===== src/rtl/dmem_pkg.sv =====
// Shared types for the data-memory access unit: access-size encodings,
// controller state encoding and the alignment/size legality check.
package dmem_pkg;

  typedef enum logic [1:0] {
    SZ_BYTE = 2'b00,
    SZ_HALF = 2'b01,
    SZ_WORD = 2'b10,
    SZ_ILL  = 2'b11
  } size_e;

  typedef enum logic [1:0] {
    ST_IDLE,
    ST_REQ,
    ST_WAIT_R,
    ST_RESP
  } state_e;

  // True when the access cannot be issued: illegal size or misaligned address.
  function automatic logic access_fault(input size_e size, input logic [1:0] lsb);
    logic fault;
    case (size)
      SZ_BYTE: fault = 1'b0;
      SZ_HALF: fault = lsb[0];
      SZ_WORD: fault = |lsb;
      default: fault = 1'b1;
    endcase
    return fault;
  endfunction

endpackage


===== src/rtl/dmem_lane_align.sv =====
// Byte-lane steering for the data-memory port: byte enables and replicated
// store data on the write side, lane extraction and sign/zero extension on
// the read side. Purely combinational.
module dmem_lane_align
  import dmem_pkg::*;
(
  input  size_e       size_i,
  input  logic [1:0]  lsb_i,
  input  logic        sign_i,
  input  logic [31:0] wdata_i,
  input  logic [31:0] rdata_i,
  output logic [3:0]  be_o,
  output logic [31:0] wdata_o,
  output logic [31:0] rdata_o
);

  logic [7:0]  byte_sel;
  logic [15:0] half_sel;

  // Store side: enables for the addressed lanes, data copied into every lane.
  always_comb begin
    be_o    = '0;
    wdata_o = wdata_i;
    case (size_i)
      SZ_BYTE: begin
        be_o    = 4'b0001 << lsb_i;
        wdata_o = {4{wdata_i[7:0]}};
      end
      SZ_HALF: begin
        be_o    = 4'b0011 << {lsb_i[1], 1'b0};
        wdata_o = {2{wdata_i[15:0]}};
      end
      SZ_WORD: be_o = 4'b1111;
      default: ;
    endcase
  end

  // Load side: pick the little-endian lane and extend it to 32 bits.
  always_comb begin
    byte_sel = rdata_i[{lsb_i, 3'b000} +: 8];
    half_sel = lsb_i[1] ? rdata_i[31:16] : rdata_i[15:0];
    rdata_o  = rdata_i;
    case (size_i)
      SZ_BYTE: rdata_o = {{24{sign_i & byte_sel[7]}}, byte_sel};
      SZ_HALF: rdata_o = {{16{sign_i & half_sel[15]}}, half_sel};
      default: ;
    endcase
  end

endmodule


===== src/rtl/dmem_access_unit.sv =====
// Load/store access unit between the CPU memory stage and a word-wide data
// memory port with grant / read-valid handshakes. One request in flight.
// Optional: define DMEM_TIMEOUT_EN to abort accesses that see no grant or
// read data within TIMEOUT_CYCLES cycles of REQ + WAIT_R.
module dmem_access_unit
  import dmem_pkg::*;
#(
  parameter int unsigned ADDR_W         = 10,
  parameter int unsigned TIMEOUT_CYCLES = 64
) (
  input  logic              clk,
  input  logic              rst,
  input  logic              req_valid,
  output logic              req_ready,
  input  logic              req_write,
  input  logic [1:0]        req_size,
  input  logic              req_signed,
  input  logic [31:0]       req_addr,
  input  logic [31:0]       req_wdata,
  output logic              rsp_valid,
  output logic [31:0]       rsp_rdata,
  output logic              rsp_err,
  output logic              mem_req,
  input  logic              mem_gnt,
  output logic              mem_we,
  output logic [3:0]        mem_be,
  output logic [ADDR_W-1:0] mem_addr,
  output logic [31:0]       mem_wdata,
  input  logic              mem_rvalid,
  input  logic [31:0]       mem_rdata
);

  state_e              state_q, state_d;
  logic                write_q, write_d;
  size_e               size_q, size_d;
  logic                sgn_q, sgn_d;
  logic [ADDR_W+1:0]   addr_q, addr_d;
  logic [31:0]         wdata_q, wdata_d;
  logic [31:0]         rdata_q, rdata_d;
  logic                err_q, err_d;

  logic [3:0]          lane_be;
  logic [31:0]         lane_wdata;
  logic [31:0]         lane_rdata;
  logic                in_req;

  // Address bits above the memory span do not take part in the access.
  logic unused_addr_hi;
  assign unused_addr_hi = ^req_addr[31:ADDR_W+2];

`ifdef DMEM_TIMEOUT_EN
  localparam int unsigned CNT_W = (TIMEOUT_CYCLES > 1) ? $clog2(TIMEOUT_CYCLES) : 1;
  logic [CNT_W-1:0] cnt_q, cnt_d;
  logic             timeout_hit;
  assign timeout_hit = (cnt_q == CNT_W'(TIMEOUT_CYCLES - 1));
`else
  localparam int unsigned unused_timeout_cycles = TIMEOUT_CYCLES;
`endif

  dmem_lane_align u_lane_align (
    .size_i  (size_q),
    .lsb_i   (addr_q[1:0]),
    .sign_i  (sgn_q),
    .wdata_i (wdata_q),
    .rdata_i (mem_rdata),
    .be_o    (lane_be),
    .wdata_o (lane_wdata),
    .rdata_o (lane_rdata)
  );

  assign in_req    = (state_q == ST_REQ);
  assign req_ready = (state_q == ST_IDLE);
  assign rsp_valid = (state_q == ST_RESP);
  assign rsp_rdata = rdata_q;
  assign rsp_err   = err_q;
  assign mem_req   = in_req;
  assign mem_we    = in_req & write_q;
  assign mem_be    = in_req ? lane_be : '0;
  assign mem_addr  = in_req ? addr_q[ADDR_W+1:2] : '0;
  assign mem_wdata = in_req ? lane_wdata : '0;

  // State and latched-request registers, cleared asynchronously.
  always_ff @(posedge clk or negedge rst) begin
    if (!rst) begin
      state_q <= ST_IDLE;
      write_q <= 1'b0;
      size_q  <= SZ_BYTE;
      sgn_q   <= 1'b0;
      addr_q  <= '0;
      wdata_q <= '0;
      rdata_q <= '0;
      err_q   <= 1'b0;
`ifdef DMEM_TIMEOUT_EN
      cnt_q   <= '0;
`endif
    end else begin
      state_q <= state_d;
      write_q <= write_d;
      size_q  <= size_d;
      sgn_q   <= sgn_d;
      addr_q  <= addr_d;
      wdata_q <= wdata_d;
      rdata_q <= rdata_d;
      err_q   <= err_d;
`ifdef DMEM_TIMEOUT_EN
      cnt_q   <= cnt_d;
`endif
    end
  end

  // Next-state logic; response registers change only on entry to RESP so
  // they hold their value until the next response.
  always_comb begin
    state_d = state_q;
    write_d = write_q;
    size_d  = size_q;
    sgn_d   = sgn_q;
    addr_d  = addr_q;
    wdata_d = wdata_q;
    rdata_d = rdata_q;
    err_d   = err_q;
`ifdef DMEM_TIMEOUT_EN
    cnt_d   = cnt_q;
`endif
    case (state_q)
      ST_IDLE: begin
        if (req_valid) begin
          write_d = req_write;
          size_d  = size_e'(req_size);
          sgn_d   = req_signed;
          addr_d  = req_addr[ADDR_W+1:0];
          wdata_d = req_wdata;
          if (access_fault(size_e'(req_size), req_addr[1:0])) begin
            state_d = ST_RESP;
            err_d   = 1'b1;
            rdata_d = '0;
          end else begin
            state_d = ST_REQ;
`ifdef DMEM_TIMEOUT_EN
            cnt_d   = '0;
`endif
          end
        end
      end
      ST_REQ: begin
        if (mem_gnt) begin
          if (write_q) begin
            state_d = ST_RESP;
            err_d   = 1'b0;
            rdata_d = '0;
          end else begin
            state_d = ST_WAIT_R;
`ifdef DMEM_TIMEOUT_EN
            cnt_d   = cnt_q + CNT_W'(1);
`endif
          end
        end
`ifdef DMEM_TIMEOUT_EN
        else if (timeout_hit) begin
          state_d = ST_RESP;
          err_d   = 1'b1;
          rdata_d = '0;
        end else begin
          cnt_d = cnt_q + CNT_W'(1);
        end
`endif
      end
      ST_WAIT_R: begin
        if (mem_rvalid) begin
          state_d = ST_RESP;
          err_d   = 1'b0;
          rdata_d = lane_rdata;
        end
`ifdef DMEM_TIMEOUT_EN
        else if (timeout_hit) begin
          state_d = ST_RESP;
          err_d   = 1'b1;
          rdata_d = '0;
        end else begin
          cnt_d = cnt_q + CNT_W'(1);
        end
`endif
      end
      ST_RESP: state_d = ST_IDLE;
      default: state_d = ST_IDLE;
    endcase
  end

endmodule


===== config.mk =====
export PLATFORM = sky130hd
export DESIGN_NAME = dmem_access_unit
export DESIGN_NICKNAME = d
export VERILOG_FILES = /design/src/rtl/dmem_pkg.sv /design/src/rtl/dmem_lane_align.sv /design/src/rtl/dmem_access_unit.sv
export SDC_FILE = /design/constraint.sdc
export NUM_CORES = 1
export LEC_CHECK = 0
export ABC_AREA = 1
export CAP_MARGIN = 0
export CORE_MARGIN = 2
export CORE_UTILIZATION = 44
export DETAILED_ROUTE_END_ITERATION = 16
export HOLD_SLACK_MARGIN = 0.06
export PLACE_DENSITY = 0.82
export SLEW_MARGIN = 20
export SYNTH_ARGS = -nofsm -noshare
export SYNTH_HDL_FRONTEND = slang
export SYNTH_SLANG_ARGS = --single-unit

===== constraint.sdc =====
create_clock -name clk -period 1.9 [get_ports clk]
set_input_delay 0.38 -clock clk [delete_from_list [all_inputs] [get_ports clk]]
set_output_delay 0.38 -clock clk [all_outputs]
set_load 0.02 [all_outputs]

# [Word-level counts from Yosys, hierarchy flattened]
# Index checks and enable logic that the tools add are counted.
[classes] n_eq_ne=12 shift=3 muxes=28 n_bitwise=3 reduce_logical=8
[op_table] cell="$mux 32" n=6
[op_table] cell="$pmux 32 s2" n=2
[op_table] cell="$pmux 32 s3" n=1
[op_table] cell="$shiftx 32x6->8" n=1
[op_table] cell="$mux 16" n=1
[op_table] cell="$pmux 4 s3" n=1
[op_table] cell="$mux 10" n=1
[op_table] cell="$eq 2x2->1 const B" n=4
[op_table] cell="$mux 1" n=8
[op_table] cell="$mux 2" n=4
[op_table] cell="$ne 2x2->1 const B" n=4
[op_table] cell="$pmux 2 s4" n=1
[op_table] cell="$eq 2x1->1 const B" n=3
[op_table] cell="$logic_not 2->1" n=3
[op_table] cell="$pmux 1 s3" n=2
[op_table] cell="$reduce_and 6->1" n=1
[op_table] cell="$mux 4" n=1
[op_table] cell="$shl 1x2->4 const A" n=1
[op_table] cell="$shl 2x2->4 const A" n=1
[op_table] cell="$and 1x1->1" n=3
[op_table] cell="$reduce_and 3->1" n=1
[op_table] cell="$reduce_bool 3->1" n=1
[op_table] cell="$ne 2x1->1 const B" n=1
[op_table] cell="$reduce_and 2->1" n=1
[op_table] cell="$reduce_or 2->1" n=1
[totals] reg_bits=83 inputBits=105 wordCells=62

# [Logic depth before layout (Yosys ltp)]
# Gate-level depths: netlist of the first run.
[logic_depth] word_depth=7 depth_mapped=12

# [Cells and area by module]
# A second synthesis of the first run with hierarchy kept.
[unflattened] hier_cells=730 hier_area_um2=5368.9
[modules_own_cells] module="dmem_access_unit" n_inst=1 cells_each=442 area_per_inst_um2=4058.9 seq_area_each_um2=2077.0
[modules_own_cells] module="dmem_lane_align" n_inst=1 cells_each=288 area_per_inst_um2=1310.0 seq_area_each_um2=0.0

# [Worst setup path after synthesis of the first run]
# OpenSTA, ideal clock, no wires.
[synth_timing] kind="register -> output" from="reg state_q[1]" to="out mem_wdata[23]" t_arrival_ps=1668 required_time_ps=1520 slack_ps=-148 stages_incl_launch_ff=7 n_path_buf=2 path_cell_list="dfrtp_1 inv_1 ha_1 buf_2 buf_1 o21ai_0 nor2_1"
[synth_between] elab_chain_cells=2
[synth_lines] item="start, declared" line="dmem_access_unit.sv:33" rtl="state_e state_q, state_d;"
[synth_lines] item="start signal, assigned" line="dmem_access_unit.sv:97" rtl="state_q <= state_d;"
[synth_lines] item="$eq 2x1->1" line="dmem_access_unit.sv:71" rtl="assign in_req = (state_q == ST_REQ);"
[synth_lines] item="named net mem_req" line="dmem_access_unit.sv:23" rtl="output logic mem_req,"
[synth_lines] item="$mux 32" line="dmem_access_unit.sv:80" rtl="assign mem_wdata = in_req ? lane_wdata : '0;"
[synth_lines] item="end, declared" line="dmem_access_unit.sv:28" rtl="output logic [31:0] mem_wdata,"
# The timed path passes the listed nets, and every way through them passes these cells.

# [Worst setup path in the final report of the first run]
[layout_timing] from="reg state_q[1]" to="out mem_wdata[12]"
[layout_between] elab_chain_cells=2
[layout_lines] item="$eq 2x1->1" line="dmem_access_unit.sv:71"
[layout_lines] item="$mux 32" line="dmem_access_unit.sv:80"
# No other way between the ends.

==> results.yml, run 1 <==
clock_tree:
  clockBufferDepth: 2
  cts_root_buffer: "clkbuf_8"
  insertion_delay_ps: 360
  numCtsBuffers: 9
  clkTransAtPathRegs_ps: 80
  clock-sinks: 83
  cts_tree: "built"
  ctsHtreeMaxLevel: 3
synth:
  synthesis.area_mm2: 0.00463
  synthArstFlopShare_pct: 100
  synth_fp_nets: 709
  syn_avg_cell_area_um2: 7.73
  netlist_instances: 599
  yosysMostFrequentCell: "nand2_1"
  ys.flop_type: "dfrtp_1"
  synth_edf_count: 0
  synth.distinct_cells: 26
  yosysWarningCount: 0
  synth_top_cells_by_count: "230 x nand2_1, 83 x dfrtp_1, 82 x nor2_1"
  synth.ff_latch_count: 83
  yosys.area.top_type: "dfrtp_1"
  synth_top_area_share_pct: 44.8
  synthTopCellsByArea: "dfrtp_1 45%, nand2_1 19%, mux2_2 11%"
  yosysSeqAreaShare_pct: 44.8
drt:
  wl_per_cell_um: 17.7
  vias: 4888
  drt-vias-per-instance: 5.15
  final_antenna_net_count: 0
  drtIter0Drc: 249
  drc: 0
  firstDrtPassIters: 8
  wirelength_mm: 16.8
timing:
  fmax_mhz: 488
  period_share_pct: 108
  fin_skew_ps: 13.3
  slew_violations: 0
  hold_violations: 0
  tightest_slew_ps: 381
  relSlewSlack_pct: 74.3
  setup_viol: 38
  setup_ws_ps: -149
  final.min_clock_period_ps: 2050
  rsz0062_at_grt: "true"
global_route:
  grt_pass1_vias: 4852
  grt.total_usage_pct: 27.5
  grt_max_degree: 46
  grt_pass1_wl_mm: 24.5
  grt_overflow: 0
  antenna_found_initial: 0
finish:
  multi_input_area_mm2: 0.00262
  final_util_pct: 72.9
  drive_above_1_share_pct: 32.3
  final_cells: 950
  n_antenna_cell: 0
  seq_area_mm2: 0.00208
  area_growth_pct: 61.8
  fill_cells: 783
  fin_nets: 919
place:
  io_buffers: 167
  dp.cells: 909
  gp_congestion: 0.917
  hpwl_mm: 11.2
pwr:
  p_total_w: 0.0127
  swShare_pct: 45.5
  power_frac_seq_pct: 25.1
  p_int_w: 0.00694
  power_switching_w: 0.00580
  p_leak_nw: 3.69
  clockPowerShare_pct: 10.2
  p_per_area_mw_per_mm2: 1700
  ir_drop_mv: 1.18
  comb_power_share_pct: 64.7
setup_path:
  path_max_fanout: 7
  crit_slowest_cell: "dfrtp_1"
  cpMostUsedCell: "buf_6"
  worstPathArrival_ps: 1670
  cp.required_ps: 1520
  crit_path_max_incr_delay_ps: 390
  start_kind: "flip-flop"
  worstPathCellList: "inv_2 -> ha_4 -> buf_6 -> buf_6 -> o21ai_4 -> nor2_4 -> buf_6"
  critPathKind: "reg2out"
  end_kind: "output pin"
die:
  die_w_um: 107
  dieArea_mm2: 0.0114
  initial_core_util_pct: 45.1
  core_region_area_mm2: 0.0103
  num_rows: 37
  pin_count: 188
  die_y_um: 107
min_path:
  hold_path_class: "in2async"
outcome:
  outcome: "finished with violations"
  violations: "negative setup slack"
run:
  cap_violations: 0
## state kept, by name, indices dropped and copies added (netlist names)
signal / flops
addr_q: 12
rsp_err: 1
wdata_q: 32
write_q: 1
state_q: 2
sgn_q: 1
rsp_rdata: 32
size_q: 2
## path summary, 6_finish.rpt
kind | from | endpoint | slack [ps] | cells after the start
setup / recovery | state_q[1] | mem_wdata[12] | -150 | 7
hold / removal | rst | rsp_rdata[12] | 390 | 2
setup reg to reg | state_q[0] | rsp_rdata[29] | 0 | 12
hold reg to reg | rsp_rdata[15] | rsp_rdata[15] | 480 | 2
max in group asynchronous | rst | rsp_rdata[28] | 900 | 3
min in group clk | rsp_rdata[15] | rsp_rdata[15] | 480 | 2
## placed cells by master (no fill, tap or decap), types with 8 or more instances in the layout
cell type and instances:
o21ai_1 8, inv_2 10, buf_4 61, nor2_1 50, o21ai_0 19, nand2_2 12
clkdlybuf4s50_1 116, clkbuf_8 10, buf_6 36, nor2_2 24, nor2_4 10, nand3_1 17
nand2_1 216, inv_1 25, dfrtp_1 82, mux2_2 44
## final cells by class
class / count / area share [%]
flip-flops and latches: 83 / 27.7
multi-input cells: 445 / 35.0
clock inverters: 4 / 0.668
repair buffers: 230 / 30.1
inverters: 40 / 2.34
clock buffers: 12 / 1.94
well taps: 136 / 2.27
## per-layer routing
metal | vias to the layer above | track usage (%) | part of all wire, %
met4 | 0 | 8.26 | 2.2
met2 | 231 | 47.0 | 50
li1 | 2305 | - | -
met3 | 32 | 7.90 | 8.8
met5 | - | 0 | 0
met1 | 2320 | 33.8 | 40
## cells by family (layout without fill, tap and decap cells)
family          Yosys count  in the layout  share of synthesized area, %
simple gates            342            342                          29.6
flops                    83             83                          44.8
fa+ha+maj                 5              5                          1.35
compound gates           54             54                          6.35
buf+inv                  71            286                          7.19
mux                      44             44                          10.7
## per-stage QoR
stage / area [um2] / hold WS (ps) / setup TNS (ps) / setup WS (ps)
floorplan: 4650 / 84.4 / 0 / 19.9
global placement: 6660 / 217 / -8140 / -244
detailed placement: 6660 / 218 / -9490 / -307
CTS: 7030 / 380 / -1070 / -122
global route: 7500 / 391 / -5700 / -201
finish: 7500 / 390 / -1840 / -149
## repair_timing
action | CTS | global route
gates resized for setup | 295 | 109
endpoints found under the setup margin | 50 | 78
hold buffers | 1 | 0
gates cloned | 0 | 3
pin swaps | 7 | 13
setup buffers | 13 | 10
endpoints found under the hold margin | 7 | 0
## worst max-delay path: cells and delay by family, from the launching register on
kind	cells	cell delay, ps
AOI/OAI and AO/OA	1	80
adders and majority gates	1	220
buffers and inverters	4	480
DFF	1	390
and+or+nand+nor	1	150
## power by group through the flow
stage | registers, W | logic (W) | clock network, W
after floorplan | 0.00311 | 0.00379 | 0
after global routing | 0.00328 | 0.00881 | 0.00139
after CTS | 0.00309 | 0.00695 | 0.00130
after detailed placement | 0.00306 | 0.00659 | 0
final | 0.00320 | 0.00825 | 0.00129
after global placement | 0.00303 | 0.00646 | 0
Power figures use the tool's default switching activity.
==> run 2: changes to the inputs <==
--- a/config.mk
+++ b/config.mk
@@ -8,10 +8,11 @@
 export ABC_AREA = 1
 export CAP_MARGIN = 0
 export CORE_MARGIN = 2
-export CORE_UTILIZATION = 44
+export CORE_UTILIZATION = 35
+export CTS_CLUSTER_SIZE = 8
 export DETAILED_ROUTE_END_ITERATION = 16
 export HOLD_SLACK_MARGIN = 0.06
-export PLACE_DENSITY = 0.82
+export PLACE_DENSITY = 0.67
 export SLEW_MARGIN = 20
 export SYNTH_ARGS = -nofsm -noshare
 export SYNTH_HDL_FRONTEND = slang
==> results.yml, run 2 (synthesis gave the netlist of run 1 again) <==
place:
  pre_cts_slack_ps: -258
  hpwl_mm: 11.3
  dp.cells: 957
  io_buffers: 167
  place_area_mm2: 0.00678
  gp_congestion: 0.902
clock_tree:
  clkTransAtPathRegs_ps: 60
  ctsHtreeMaxLevel: 3
  insertion_delay_ps: 340
  clockBufferDepth: 2
  clock-sinks: 83
  numCtsBuffers: 9
  cts_root_buffer: "clkbuf_16"
  cts_tree: "built"
die:
  core_region_area_mm2: 0.0131
  die_w_um: 119
  dieArea_mm2: 0.0142
  die_y_um: 119
  num_rows: 42
  pin_count: 188
  initial_core_util_pct: 35.4
timing:
  hold_violations: 0
  setup_viol: 15
  period_share_pct: 102
  tightest_slew_ps: 393
  whs_ps: 470
  fmax_mhz: 516
  slew_violations: 0
  fin_skew_ps: 4.97
  rsz0062_at_grt: "true"
  final.min_clock_period_ps: 1940
  setup_ws_ps: -36.6
  relSlewSlack_pct: 73.8
setup_path:
  worstPathArrival_ps: 1560
  path_max_fanout: 6
  rrSetupSlack_ps: 50
  critPathKind: "reg2out"
  cp.required_ps: 1520
  start_kind: "flip-flop"
  end_kind: "output pin"
  reg2regPathDepth: 12
finish:
  final_common_cell: "nand2_1"
  fin_nets: 919
  final_cell_mix: "222 x nand2_1, 116 x clkdlybuf4s50_1, 82 x dfrtp_1"
  stdcell_area_mm2: 0.00751
  final_cells: 990
  n_antenna_cell: 0
  drive_above_1_share_pct: 29.9
  fill_cells: 1142
  area_growth_pct: 62.2
drt:
  vias: 4856
  drt-vias-per-instance: 4.91
  drc: 0
  wirelength_mm: 15.5
  drtIter0Drc: 278
  wl_per_cell_um: 15.7
  firstDrtPassIters: 6
  final_antenna_net_count: 0
pwr:
  power_frac_seq_pct: 24.6
  p_leak_nw: 3.73
  clockPowerShare_pct: 15.6
  p_int_w: 0.00726
  comb_power_share_pct: 59.8
  p_per_area_mw_per_mm2: 1680
  swShare_pct: 42.5
  ir_drop_mv: 0.800
  power_switching_w: 0.00536
global_route:
  grt_pass1_wl_mm: 24.4
  antenna_found_initial: 1
  busiest_layer: "met2"
  grt_pass1_vias: 4853
  grtUsageMet1_pct: 26.9
  grt.total_usage_pct: 21.9
  grt_overflow: 0
  use_met3_pct: 7.76
  groute.layer.met2.usage_pct: 35.7
  grt_max_degree: 35
outcome:
  outcome: "finished with violations"
  violations: "negative setup slack"
min_path:
  hold_depth: 2
  hold_path_class: "reg2reg"
run:
  cap_violations: 0
run 2: worst max-delay path, cell delays in order, from the launching register on:
cell     delay (ps)
dfrtp_1         400
inv_2            80
ha_4            200
inv_2            80
buf_4           160
a31oi_4         150
buf_6           150
run 2: per-layer routing:
| layer | wire length (um) | vias up | share of wire, % |
|---|---|---|---|
| met5 | 0 | - | 0 |
| met4 | 229 | 0 | 1.5 |
| met3 | 1660 | 20 | 11 |
| met2 | 7360 | 222 | 47 |
| met1 | 6290 | 2311 | 40 |
| li1 | - | 2303 | - |
run 2: power groups by stage:
stage	sequential [W]	clock [W]	combinational, W
floorplan	0.00311	0	0.00379
global placement	0.00299	0	0.00663
detailed placement	0.00303	0	0.00670
CTS	0.00305	0.00201	0.00686
global route	0.00320	0.00209	0.00819
finish	0.00311	0.00197	0.00755
run 2: per-stage QoR:
stage | power (W) | util [%] | setup TNS, ps
final | 0.0126 | 57.4 | -167
after global placement | 0.00962 | 51.8 | -7900
after CTS | 0.0119 | 54.8 | -190
after floorplan | 0.00690 | - | 0
after global routing | 0.0135 | 57.4 | -2540
after detailed placement | 0.00973 | 51.8 | -8870
run 2: area by class of cell:
type                            count  area [um2]  area share [%]
Multi-Input combinational cell    445        2540            33.8
Timing Repair Buffer              230        2170            28.9
Sequential cell                    83        2080            27.7
Clock buffer                       13         270            3.60
Tap cell                          176         220            2.93
Inverter                           40         165            2.20
Clock inverter                      3        68.8           0.916
run 2: repair_timing:
item | 4_1_cts | 5_1_grt
resized for setup | 255 | 86
endpoints found under the setup margin | 50 | 73
buffers inserted | 9 | 7
pin swaps | 6 | 12
cloned | 0 | 1
hold endpoints to repair | 23 | 0
hold buffers | 1 | 0
run 2: path summary, 6_finish.rpt:
check,start,end
worst max-delay path,state_q[1],mem_be[1]
worst min register to register,rsp_rdata[29],rsp_rdata[29]
worst max register to register,state_q[0],rsp_rdata[17]
worst min-delay path,rsp_rdata[29],rsp_rdata[29]
max in group asynchronous,rst,rsp_rdata[17]
min in group asynchronous,rst,addr_q[10]
